`src/rtl/uart_pkg.sv`:
```
// Shared constants for the UART transmit feeder: payload width default and FSM state codes.
package uart_pkg;

  localparam int DATA_BITS_DEF = 8;

  localparam logic [1:0] ST_IDLE  = 2'd0;
  localparam logic [1:0] ST_START = 2'd1;
  localparam logic [1:0] ST_WAIT  = 2'd2;
  localparam logic [1:0] ST_GAP   = 2'd3;

  // Width of a down-counter that must hold the value n (never narrower than 1 bit).
  function automatic int cnt_width(input int n);
    return (n < 2) ? 1 : $clog2(n + 1);
  endfunction

endpackage

```
`src/rtl/uart_tx_feeder_if.sv`:
```
// Host write port plus uart_tx handshake for the feeder, with host-side and feeder-side views.
interface uart_tx_feeder_if
  import uart_pkg::*;
#(
  parameter int DATA_BITS  = DATA_BITS_DEF,
  parameter int DEPTH_LOG2 = 4
);

  logic                  wr_en;
  logic [DATA_BITS-1:0]  wr_data;
  logic                  full;
  logic                  empty;
  logic [DEPTH_LOG2:0]   count;
  logic                  overflow;
  logic                  busy;
  logic                  tx_start;
  logic [DATA_BITS-1:0]  tx_data;
  logic                  tx_done_tick;

  modport master (
    output wr_en, wr_data, tx_done_tick,
    input  full, empty, count, overflow, busy, tx_start, tx_data
  );

  modport slave (
    input  wr_en, wr_data, tx_done_tick,
    output full, empty, count, overflow, busy, tx_start, tx_data
  );

endinterface

```
`src/rtl/uart_sync_fifo.sv`:
```
// Single-clock FIFO with registered occupancy flags and a one-cycle overflow pulse.
module uart_sync_fifo #(
  parameter int DATA_BITS  = 8,
  parameter int DEPTH_LOG2 = 4
) (
  input  logic                  clk,
  input  logic                  rst,
  input  logic                  wr_en,
  input  logic [DATA_BITS-1:0]  wr_data,
  input  logic                  rd_en,
  output logic [DATA_BITS-1:0]  rd_data,
  output logic                  full,
  output logic                  empty,
  output logic [DEPTH_LOG2:0]   count,
  output logic                  overflow
);

  localparam int DEPTH = 1 << DEPTH_LOG2;
  localparam logic [DEPTH_LOG2:0]   CNT_FULL = (DEPTH_LOG2 + 1)'(DEPTH);
  localparam logic [DEPTH_LOG2:0]   CNT_ONE  = (DEPTH_LOG2 + 1)'(1);
  localparam logic [DEPTH_LOG2-1:0] PTR_ONE  = DEPTH_LOG2'(1);

  logic [DATA_BITS-1:0]  mem [DEPTH];
  logic [DEPTH_LOG2-1:0] wr_ptr;
  logic [DEPTH_LOG2-1:0] rd_ptr;
  logic [DEPTH_LOG2:0]   count_nxt;
  logic                  push;
  logic                  pop;

  // Gating on the registered full means a write while full is dropped even if a pop frees a slot.
  assign push    = wr_en && !full;
  assign pop     = rd_en && !empty;
  assign rd_data = mem[rd_ptr];

  // NOTE: every signal written here gets a default first, so no path leaves it unassigned (no latch).
  always_comb begin
    count_nxt = count;
    case ({push, pop})
      2'b10:   count_nxt = count + CNT_ONE;
      2'b01:   count_nxt = count - CNT_ONE;
      default: count_nxt = count;
    endcase
  end

  // NOTE: storage is deliberately not reset; pointers and count alone define which entries are valid.
  always_ff @(posedge clk) begin
    if (push) mem[wr_ptr] <= wr_data;
  end

  // NOTE: sequential state uses non-blocking assignments so all registers update from pre-edge values.
  always_ff @(posedge clk or posedge rst) begin
    if (rst) begin
      wr_ptr   <= '0;
      rd_ptr   <= '0;
      count    <= '0;
      full     <= 1'b0;
      empty    <= 1'b1;
      overflow <= 1'b0;
    end else begin
      if (push) wr_ptr <= wr_ptr + PTR_ONE;
      if (pop)  rd_ptr <= rd_ptr + PTR_ONE;
      count    <= count_nxt;
      full     <= (count_nxt == CNT_FULL);
      empty    <= (count_nxt == '0);
      overflow <= wr_en && full;
    end
  end

endmodule

```
`src/rtl/uart_tx_feeder.sv`:
```
// Buffered front-end for uart_tx: queues host bytes and hands them out one frame at a time.
module uart_tx_feeder
  import uart_pkg::*;
#(
  parameter int DATA_BITS  = DATA_BITS_DEF,
  parameter int DEPTH_LOG2 = 4,
  parameter int GAP_CYCLES = 0
) (
  input  logic            clk,
  input  logic            rst,
  uart_tx_feeder_if.slave bus
);

  localparam int GW = cnt_width(GAP_CYCLES);

  logic [1:0]            state;
  logic [GW-1:0]         gap_cnt;
  logic                  pop;
  logic [DATA_BITS-1:0]  head;
  logic                  tx_start_q;
  logic [DATA_BITS-1:0]  tx_data_q;

  // Pop combinationally in IDLE so the head byte is latched into tx_data on the same edge.
  assign pop = (state == ST_IDLE) && !bus.empty;

  uart_sync_fifo #(
    .DATA_BITS  (DATA_BITS),
    .DEPTH_LOG2 (DEPTH_LOG2)
  ) u_fifo (
    .clk      (clk),
    .rst      (rst),
    .wr_en    (bus.wr_en),
    .wr_data  (bus.wr_data),
    .rd_en    (pop),
    .rd_data  (head),
    .full     (bus.full),
    .empty    (bus.empty),
    .count    (bus.count),
    .overflow (bus.overflow)
  );

  always_ff @(posedge clk or posedge rst) begin
    if (rst) begin
      state      <= ST_IDLE;
      gap_cnt    <= '0;
      tx_start_q <= 1'b0;
      tx_data_q  <= '0;
    end else begin
      tx_start_q <= 1'b0;
      case (state)
        ST_IDLE: begin
          if (!bus.empty) begin
            tx_data_q  <= head;
            tx_start_q <= 1'b1;
            state      <= ST_START;
          end
        end
        ST_START: state <= ST_WAIT;
        ST_WAIT: begin
          if (bus.tx_done_tick) begin
            if (GAP_CYCLES == 0) begin
              state <= ST_IDLE;
            end else begin
              gap_cnt <= GW'(GAP_CYCLES);
              state   <= ST_GAP;
            end
          end
        end
        ST_GAP: begin
          // The last gap cycle is the one where the counter reads 1.
          if (gap_cnt < GW'(2)) begin
            gap_cnt <= '0;
            state   <= ST_IDLE;
          end else begin
            gap_cnt <= gap_cnt - GW'(1);
          end
        end
        default: state <= ST_IDLE;
      endcase
    end
  end

  assign bus.busy     = (state != ST_IDLE);
  assign bus.tx_start = tx_start_q;
  assign bus.tx_data  = tx_data_q;

endmodule

```
`src/flat_wrapper.sv`:
```
// flat-port wrapper written by rule: the top's interface ports become plain ports
module uart_tx_feeder_flat import uart_pkg::*;
#(
  parameter int DATA_BITS  = DATA_BITS_DEF,
  parameter int DEPTH_LOG2 = 4,
  parameter int GAP_CYCLES = 0
)
  (clk, rst, bus_wr_en, bus_wr_data, bus_tx_done_tick, bus_full, bus_empty, bus_count, bus_overflow, bus_busy, bus_tx_start, bus_tx_data);
  uart_tx_feeder_if #(.DATA_BITS(DATA_BITS), .DEPTH_LOG2(DEPTH_LOG2)) bus_i ();
  input  logic clk;
  input  logic rst;
  input wire logic [$bits(bus_i.wr_en)-1:0] bus_wr_en;
  input wire logic [$bits(bus_i.wr_data)-1:0] bus_wr_data;
  input wire logic [$bits(bus_i.tx_done_tick)-1:0] bus_tx_done_tick;
  output wire logic [$bits(bus_i.full)-1:0] bus_full;
  output wire logic [$bits(bus_i.empty)-1:0] bus_empty;
  output wire logic [$bits(bus_i.count)-1:0] bus_count;
  output wire logic [$bits(bus_i.overflow)-1:0] bus_overflow;
  output wire logic [$bits(bus_i.busy)-1:0] bus_busy;
  output wire logic [$bits(bus_i.tx_start)-1:0] bus_tx_start;
  output wire logic [$bits(bus_i.tx_data)-1:0] bus_tx_data;
  assign bus_i.wr_en = bus_wr_en;
  assign bus_i.wr_data = bus_wr_data;
  assign bus_i.tx_done_tick = bus_tx_done_tick;
  assign bus_full = bus_i.full;
  assign bus_empty = bus_i.empty;
  assign bus_count = bus_i.count;
  assign bus_overflow = bus_i.overflow;
  assign bus_busy = bus_i.busy;
  assign bus_tx_start = bus_i.tx_start;
  assign bus_tx_data = bus_i.tx_data;
  uart_tx_feeder #(.DATA_BITS(DATA_BITS), .DEPTH_LOG2(DEPTH_LOG2), .GAP_CYCLES(GAP_CYCLES)) u_core (.clk(clk), .rst(rst), .bus(bus_i));
endmodule
```
`config.mk`:
```
export PLATFORM = sky130hd
export DESIGN_NAME = uart_tx_feeder_flat
export DESIGN_NICKNAME = d
export VERILOG_FILES = /design/src/rtl/uart_pkg.sv /design/src/rtl/uart_tx_feeder_if.sv /design/src/rtl/uart_sync_fifo.sv /design/src/rtl/uart_tx_feeder.sv /design/src/flat_wrapper.sv
export SDC_FILE = /design/constraint.sdc
export NUM_CORES = 1
export LEC_CHECK = 0
export BUFFER_PORTS_ARGS = -buffer_cell sky130_fd_sc_hd__buf_2
export CAP_MARGIN = 20
export CORE_UTILIZATION = 40
export DETAILED_ROUTE_END_ITERATION = 16
export SKIP_LAST_GASP = 1
export SLEW_MARGIN = 20
export SYNTH_ARGS = -nofsm -noshare
export SYNTH_HDL_FRONTEND = slang
export SYNTH_SLANG_ARGS = --single-unit
```
`constraint.sdc`:
```
create_clock -name clk -period 4.2 [get_ports clk]
set_input_delay 1.26 -clock clk [delete_from_list [all_inputs] [get_ports clk]]
set_output_delay 1.26 -clock clk [all_outputs]
set_load 0.005 [all_outputs]
```
## Word level (Yosys, flattened, before mapping)

Memories as Yosys holds them, arrays and structs flattened. A register that Yosys moved wholly into a read port is not among the register bits.
Cells that the tools add are included.

| storage, ports and cells | value |
|---|---|
| flip-flop bits (word level) | 20 |
| bits in latches | 0 |
| RAM bits | 128 |
| ROM bits | 0 |
| input port bits | 12 |
| output and inout bits | 18 |
| memories | 1 |

| cells by class | value |
|---|---|
| $add $sub $neg | 5 |
| multiply operators | 0 |
| div/mod/pow operators | 0 |
| order comparisons | 1 |
| equality and inequality tests | 9 |
| shift operators | 0 |
| multiplexer cells | 10 |
| bitwise gates (word level) | 1 |
| reduce and logical (&&, ||, !) cells | 11 |

Memories:

| name | words | bits a word | rd ports | clocked after memory_dff | wr ports | RTL line | RTL |
|---|---|---|---|---|---|---|---|
| u_core.u_fifo.mem | 16 | 8 | 1 | 1 | 1 | uart_sync_fifo.sv:23 | `logic [DATA_BITS-1:0] mem [DEPTH];` |

Operator list:

| cell | number |
|---|---|
| $pmux W5 S2 | 1 |
| $add A4 B1 Y4 const B | 2 |
| $pmux W2 S4 | 1 |
| $eq A2 B2 Y1 const B | 3 |
| $mux W2 | 3 |
| $add A5 B1 Y5 const B | 1 |
| $eq A5 B5 Y1 const B | 1 |
| $logic_not A5 Y1 | 1 |
| $mux W1 | 5 |
| $sub A5 B1 Y5 const B | 1 |
| $eq A2 B1 Y1 const B | 2 |
| $logic_and A1 B1 Y1 | 4 |
| $ne A2 B2 Y1 const B | 2 |
| $reduce_and A3 Y1 | 1 |
| $logic_not A1 Y1 | 2 |
| $logic_not A2 Y1 | 1 |
| $ne A2 B1 Y1 const B | 1 |
| $reduce_and A2 Y1 | 1 |
| $reduce_bool A2 Y1 | 1 |
| $lt A1 B1 Y1 const B | 1 |
| $not A1 Y1 | 1 |
| $sub A1 B1 Y1 const B | 1 |

## Longest topological paths before layout

| logic depth | value |
|---|---|
| depth after elaboration | 6 |
| depth in mapped cells | 14 |
| mapped depth without buffers | 13 |

## Hierarchy

From an unflattened synthesis, not the netlist that was laid out.

| unflattened totals | value |
|---|---|
| cell total of the unflattened synthesis | 316 |
| area total of the unflattened synthesis | 6307.3 µm² |

Modules (own cells, without submodules):

| module | instances | cells an instance | area each (µm²) | seq. area each (µm²) |
|---|---|---|---|---|
| uart_sync_fifo | 1 | 283 | 5823.1 | 4245.3 |
| uart_tx_feeder | 1 | 33 | 484.2 | 275.3 |

## Worst setup path before layout

OpenSTA, ideal clock, no wires.

| timing path | value |
|---|---|
| path kind | input port to flip-flop |
| from | input bus_wr_en |
| to | register u_core.u_fifo.full |
| arrival time | 2814 ps |
| data required time | 4080 ps |
| setup slack | 1265 ps |
| cell stages on the path | 11 |
| path buffers | 0 |
| path through | nor2b_1 -> inv_2 -> nand2_1 -> xnor2_1 -> ha_1 -> nor3b_1 -> a31oi_1 -> a221oi_2 -> xnor2_1 -> inv_1 -> o211a_1 |

| between the ends | value |
|---|---|
| word-level cells in the longest chain between the ends | 4 |
| elaborated cells on any way between the ends | 5 |

RTL lines:

| what | RTL line | RTL |
|---|---|---|
| from (decl) | flat_wrapper.sv:12 | `input wire logic [$bits(bus_i.wr_en)-1:0] bus_wr_en;` |
| $logic_and A1 B1 Y1 (*) | uart_sync_fifo.sv:31 | `assign push = wr_en && !full;` |
| $eq A2 B1 Y1 / $eq A2 B2 Y1 (equally long branches) | uart_sync_fifo.sv:38 | `case ({push, pop})` |
| $pmux W5 S2 (*) | uart_sync_fifo.sv:38 |  |
| via u_core.u_fifo.count_nxt[4] | uart_sync_fifo.sv:26 | `logic [DEPTH_LOG2:0] count_nxt;` |
| $eq A5 B5 Y1 (*) | uart_sync_fifo.sv:63 | `full <= (count_nxt == CNT_FULL);` |
| to (signal assigned) | uart_sync_fifo.sv:63 |  |
| to (decl) | uart_sync_fifo.sv:12 | `output logic full,` |

Mark *: on every way through the listed nets, which the timed path passes. The rest lies on a longest branch.
A chain may end at the register's enable or synchronous reset.

## Final worst setup path

| timing path | value |
|---|---|
| from | register u_core.state[0] |
| to | register u_core.u_fifo.full |

| between the ends | value |
|---|---|
| word-level cells in the longest chain between the ends | 6 |
| elaborated cells on any way between the ends | 7 |

RTL lines:

| what | RTL line | RTL |
|---|---|---|
| from (decl) | uart_tx_feeder.sv:16 | `logic [1:0] state;` |
| from (signal assigned) | uart_tx_feeder.sv:44 | `state <= ST_IDLE;` |
| from (signal assigned) | uart_tx_feeder.sv:55 | `state <= ST_START;` |
| from (signal assigned) | uart_tx_feeder.sv:58 | `ST_START: state <= ST_WAIT;` |
| $logic_not A2 Y1 (*) | uart_tx_feeder.sv:24 | `assign pop = (state == ST_IDLE) && !bus.empty;` |
| $logic_and A1 B1 Y1 (*) | uart_tx_feeder.sv:24 |  |
| via u_core.pop | uart_tx_feeder.sv:18 | `logic pop;` |
| $logic_and A1 B1 Y1 (*) | uart_sync_fifo.sv:32 | `assign pop = rd_en && !empty;` |
| $eq A2 B1 Y1 / $eq A2 B2 Y1 (equally long branches) | uart_sync_fifo.sv:38 |  |
| $pmux W5 S2 (*) | uart_sync_fifo.sv:38 |  |
| via u_core.u_fifo.count_nxt[4] | uart_sync_fifo.sv:26 |  |
| $eq A5 B5 Y1 (*) | uart_sync_fifo.sv:63 |  |

Marked as above.

==> impl_metrics.yaml <==
cts:
  htree_levels: 4
  holdBufCountCts: 0
  clkTransAtPathRegs_ps: 70
  worstSkewPairLatency_ps: 410
  cts_resized: 0
  clock-sinks: 155
  post_cts_buffers: 0
  cts-root-buf: "clkbuf_16"
  cts_buffer_depth: 2
  cts_tree: "done"
  cts_made_buffers: 17
global_route:
  grt_max_degree: 68
  antenna_found_initial: 0
  grt_pass1_vias: 3307
  grt.total_usage_pct: 16.6
  grt_pass1_wl_um: 19600
  gr-total-overflow: 0
worst_setup_path:
  criticalPathCategory: "reg2reg"
  worst_ep_required_time_ps: 4500
  cpMaxStageDelayCell: "nand2b_1"
  regToRegSetupSlack_ps: 1050
  r2r-start: "u_core.state[0]"
  path_max_fanout: 16
  path_depth: 13
  startpoint_type: "register"
  slowest_delay_ps: 570
  arrival_ps: 3450
  cp-startpoint: "u_core.state[0]"
  cp_top_family: "simple AND/OR/NAND/NOR gates"
  crit_chain: "inv_1, ha_1, nand2b_1, inv_2, nand2_1, xnor2_1, ha_1, nor3b_1, a31oi_1, a221oi_2, xnor2_1, inv_1, o211a_1"
  rr_worst_depth: 13
  end_kind: "register"
  worst-path-buf-inv: 3
drt:
  drtIter0Drc: 306
  routed_wl_um: 12700
  viasPerCell: 5.21
  vias: 3329
  wire_per_inst_um: 19.9
  drtPass1Iterations: 4
  drc: 0
  ant_nets: 0
sta:
  hold_viol: 0
  fmax_mhz: 317
  fin_tns_setup_ps: 0
  skew_ps: 6.45
  period_minus_slack_ps: 3150
  min_period_over_period_pct: 75.0
  slew_violations: 0
  whs_ps: 509
  tightest_slew_ps: 916
  setup_viol: 0
  slew_headroom_pct: 39.0
  rsz0062_at_grt: "false"
final_layout:
  nets: 433
  area_growth_pct: 14.3
  num_antenna_cells: 0
  utilization_pct: 46.6
  fillers: 1348
  drive_gt1_share_pct: 19.4
yosys:
  async_flop_share_pct: 17.4
  synth_top_area_share_pct: 59.6
  syn-num-nets: 402
  synth_cells: 379
  synthDistinctLibCells: 44
  synthesis.area_um2: 6450
  synth_seq_area_share_pct: 70.1
  synth_area_leader_cell: "edfxtp_1"
  dominantRegCellSynth: "edfxtp_1"
  synth.area.top_cells: "edfxtp_1 60%, dfrtp_1 10%, mux4_1 5.3%"
  ys_seq_elements: 155
  syn_avg_cell_area_um2: 17.0
  yosysWarnings: 0
  synth_edf_count: 128
floorplanning:
  die_y_um: 129
  initial_core_util_pct: 40.7
  core_um2: 15800
  rows: 46
  die_area_um2: 16600
  ioPinCount: 30
  fp.dieW_um: 129
worst_hold_path:
  hp-class: "reg2reg"
  min_from: "u_core.bus.tx_data[3]"
  hold-path-cell-count: 1
pwr:
  vdd_drop_max_mv: 0.411
  p_leak_nw: 2.63
  power.density_nw_per_um2: 705
place:
  port_buffers: 29
  gp_congestion: 0.763
  dpl.hpwl_um: 7830
status:
  status: "completed"
job:
  max_cap_violations: 0
-- per-layer routing --
| metal | track usage, % | share of wire (%) | routed length [um] | up-vias |
|---|---|---|---|---|
| met4 | 5.95 | 0.99 | 126 | 0 |
| met1 | 23.3 | 47 | 6020 | 1697 |
| met3 | 4.03 | 4.6 | 590 | 7 |
| met5 | 0 | 0 | 0 | - |
| li1 | - | - | - | 1550 |
| met2 | 25.1 | 47 | 5960 | 75 |
-- area by class of cell --
type / instances / area [um^2] / share of cell area (%)
flip-flops and latches: 155 / 4520 / 61.4
repair buffers: 33 / 188 / 2.55
clock inverters: 15 / 159 / 2.16
clock buffers: 17 / 425 / 5.77
inverters: 13 / 48.8 / 0.662
multi-input cells: 190 / 1760 / 23.8
well taps: 216 / 270 / 3.67
-- stage by stage --
step | instances | worst slack [ps] | area (um^2) | total power [mW]
global placement | 607 | 887 | 6790 | 3.71
CTS | 639 | 1030 | 7370 | 5.24
detailed placement | 607 | 750 | 6790 | 3.75
floorplan | 379 | 1270 | 6450 | 3.28
global route | 639 | 730 | 7370 | 5.48
finish | 639 | 1050 | 7370 | 5.19
-- power breakdown --
part	internal [mW]	switching [mW]	total [mW]
clock network	0.839	0.645	1.48
logic	0.703	0.895	1.60
registers	1.93	0.179	2.11
total	3.48	1.72	5.19
-- registers in the layout, summed over array words and instances, names as in the netlist --
name	count
u_core.state	2
u_core.u_fifo.count	5
u_core.u_fifo.empty	1
u_core.u_fifo.overflow	1
u_core.bus.tx_data	8
u_core.u_fifo.wr_ptr	4
u_core.u_fifo.rd_ptr	4
u_core.u_fifo.mem	128
u_core.bus.tx_start	1
u_core.u_fifo.full	1
-- Yosys cell counts, types with 2 or more instances --
| cell type | n |
|---|---|
| edfxtp_1 | 128 |
| nand4_1 | 2 |
| o211a_1 | 2 |
| inv_1 | 11 |
| a211oi_1 | 8 |
| dfrtp_1 | 26 |
| mux4_1 | 13 |
| ha_1 | 11 |
| buf_2 | 5 |
| o22ai_1 | 2 |
| buf_1 | 2 |
| nand2b_1 | 2 |
| nor2b_1 | 18 |
| a22o_1 | 8 |
| a221o_1 | 8 |
| mux4_2 | 3 |
| a21oi_1 | 5 |
| mux2_2 | 10 |
| mux2i_1 | 16 |
| inv_2 | 2 |
| nor3_1 | 2 |
| clkbuf_1 | 8 |
| nor4_1 | 8 |
| nand2_1 | 12 |
| nor2_1 | 5 |
| buf_6 | 3 |
| nor3b_1 | 3 |
| and2_1 | 18 |
| xnor2_1 | 10 |
| buf_4 | 2 |
| o21ai_0 | 5 |
| and3_1 | 2 |
| a2111oi_0 | 8 |
-- final timing paths --
kind,to
max,u_core.u_fifo.full
min,u_core.bus.tx_data[3]
max reg2reg,u_core.u_fifo.full
min reg2reg,u_core.bus.tx_data[3]
max in group asynchronous,u_core.u_fifo.empty
min in group asynchronous,u_core.bus.tx_data[0]
-- cell families (layout without fill, tap and decap cells) --
| kind of cell | count (synthesis) | after routing | share of synthesized area [%] |
|---|---|---|---|
| AOI/OAI and AO/OA | 51 | 51 | 6.33 |
| xor gates and xnor gates | 11 | 11 | 1.49 |
| adders and majority gates | 11 | 11 | 2.14 |
| buffers and inverters | 34 | 78 | 2.62 |
| DFF | 155 | 155 | 70.1 |
| muxes | 42 | 42 | 10.6 |
| and+or+nand+nor | 75 | 75 | 6.72 |
-- placed cells by master, fill, tap and decap left out, types with 3 or more instances in the layout --
cell type / Yosys / final
a21oi_1: 5 / 5
mux2_2: 10 / 10
a2111oi_0: 8 / 8
nand2_1: 12 / 12
and2_1: 18 / 18
a211oi_1: 8 / 8
nor2b_1: 18 / 18
clkinv_4: 0 / 3
mux2i_1: 16 / 16
o21ai_0: 5 / 5
inv_1: 11 / 11
buf_4: 2 / 3
nor4_1: 8 / 8
mux4_2: 3 / 3
mux4_1: 13 / 13
a22o_1: 8 / 8
xnor2_1: 10 / 10
nor2_1: 5 / 5
clkbuf_16: 0 / 17
nor3b_1: 3 / 3
dfrtp_1: 26 / 25
inv_8: 0 / 4
buf_2: 5 / 29
ha_1: 11 / 11
a221o_1: 8 / 8
edfxtp_1: 128 / 128
Note: power is estimated with default switching activity, not from simulation.
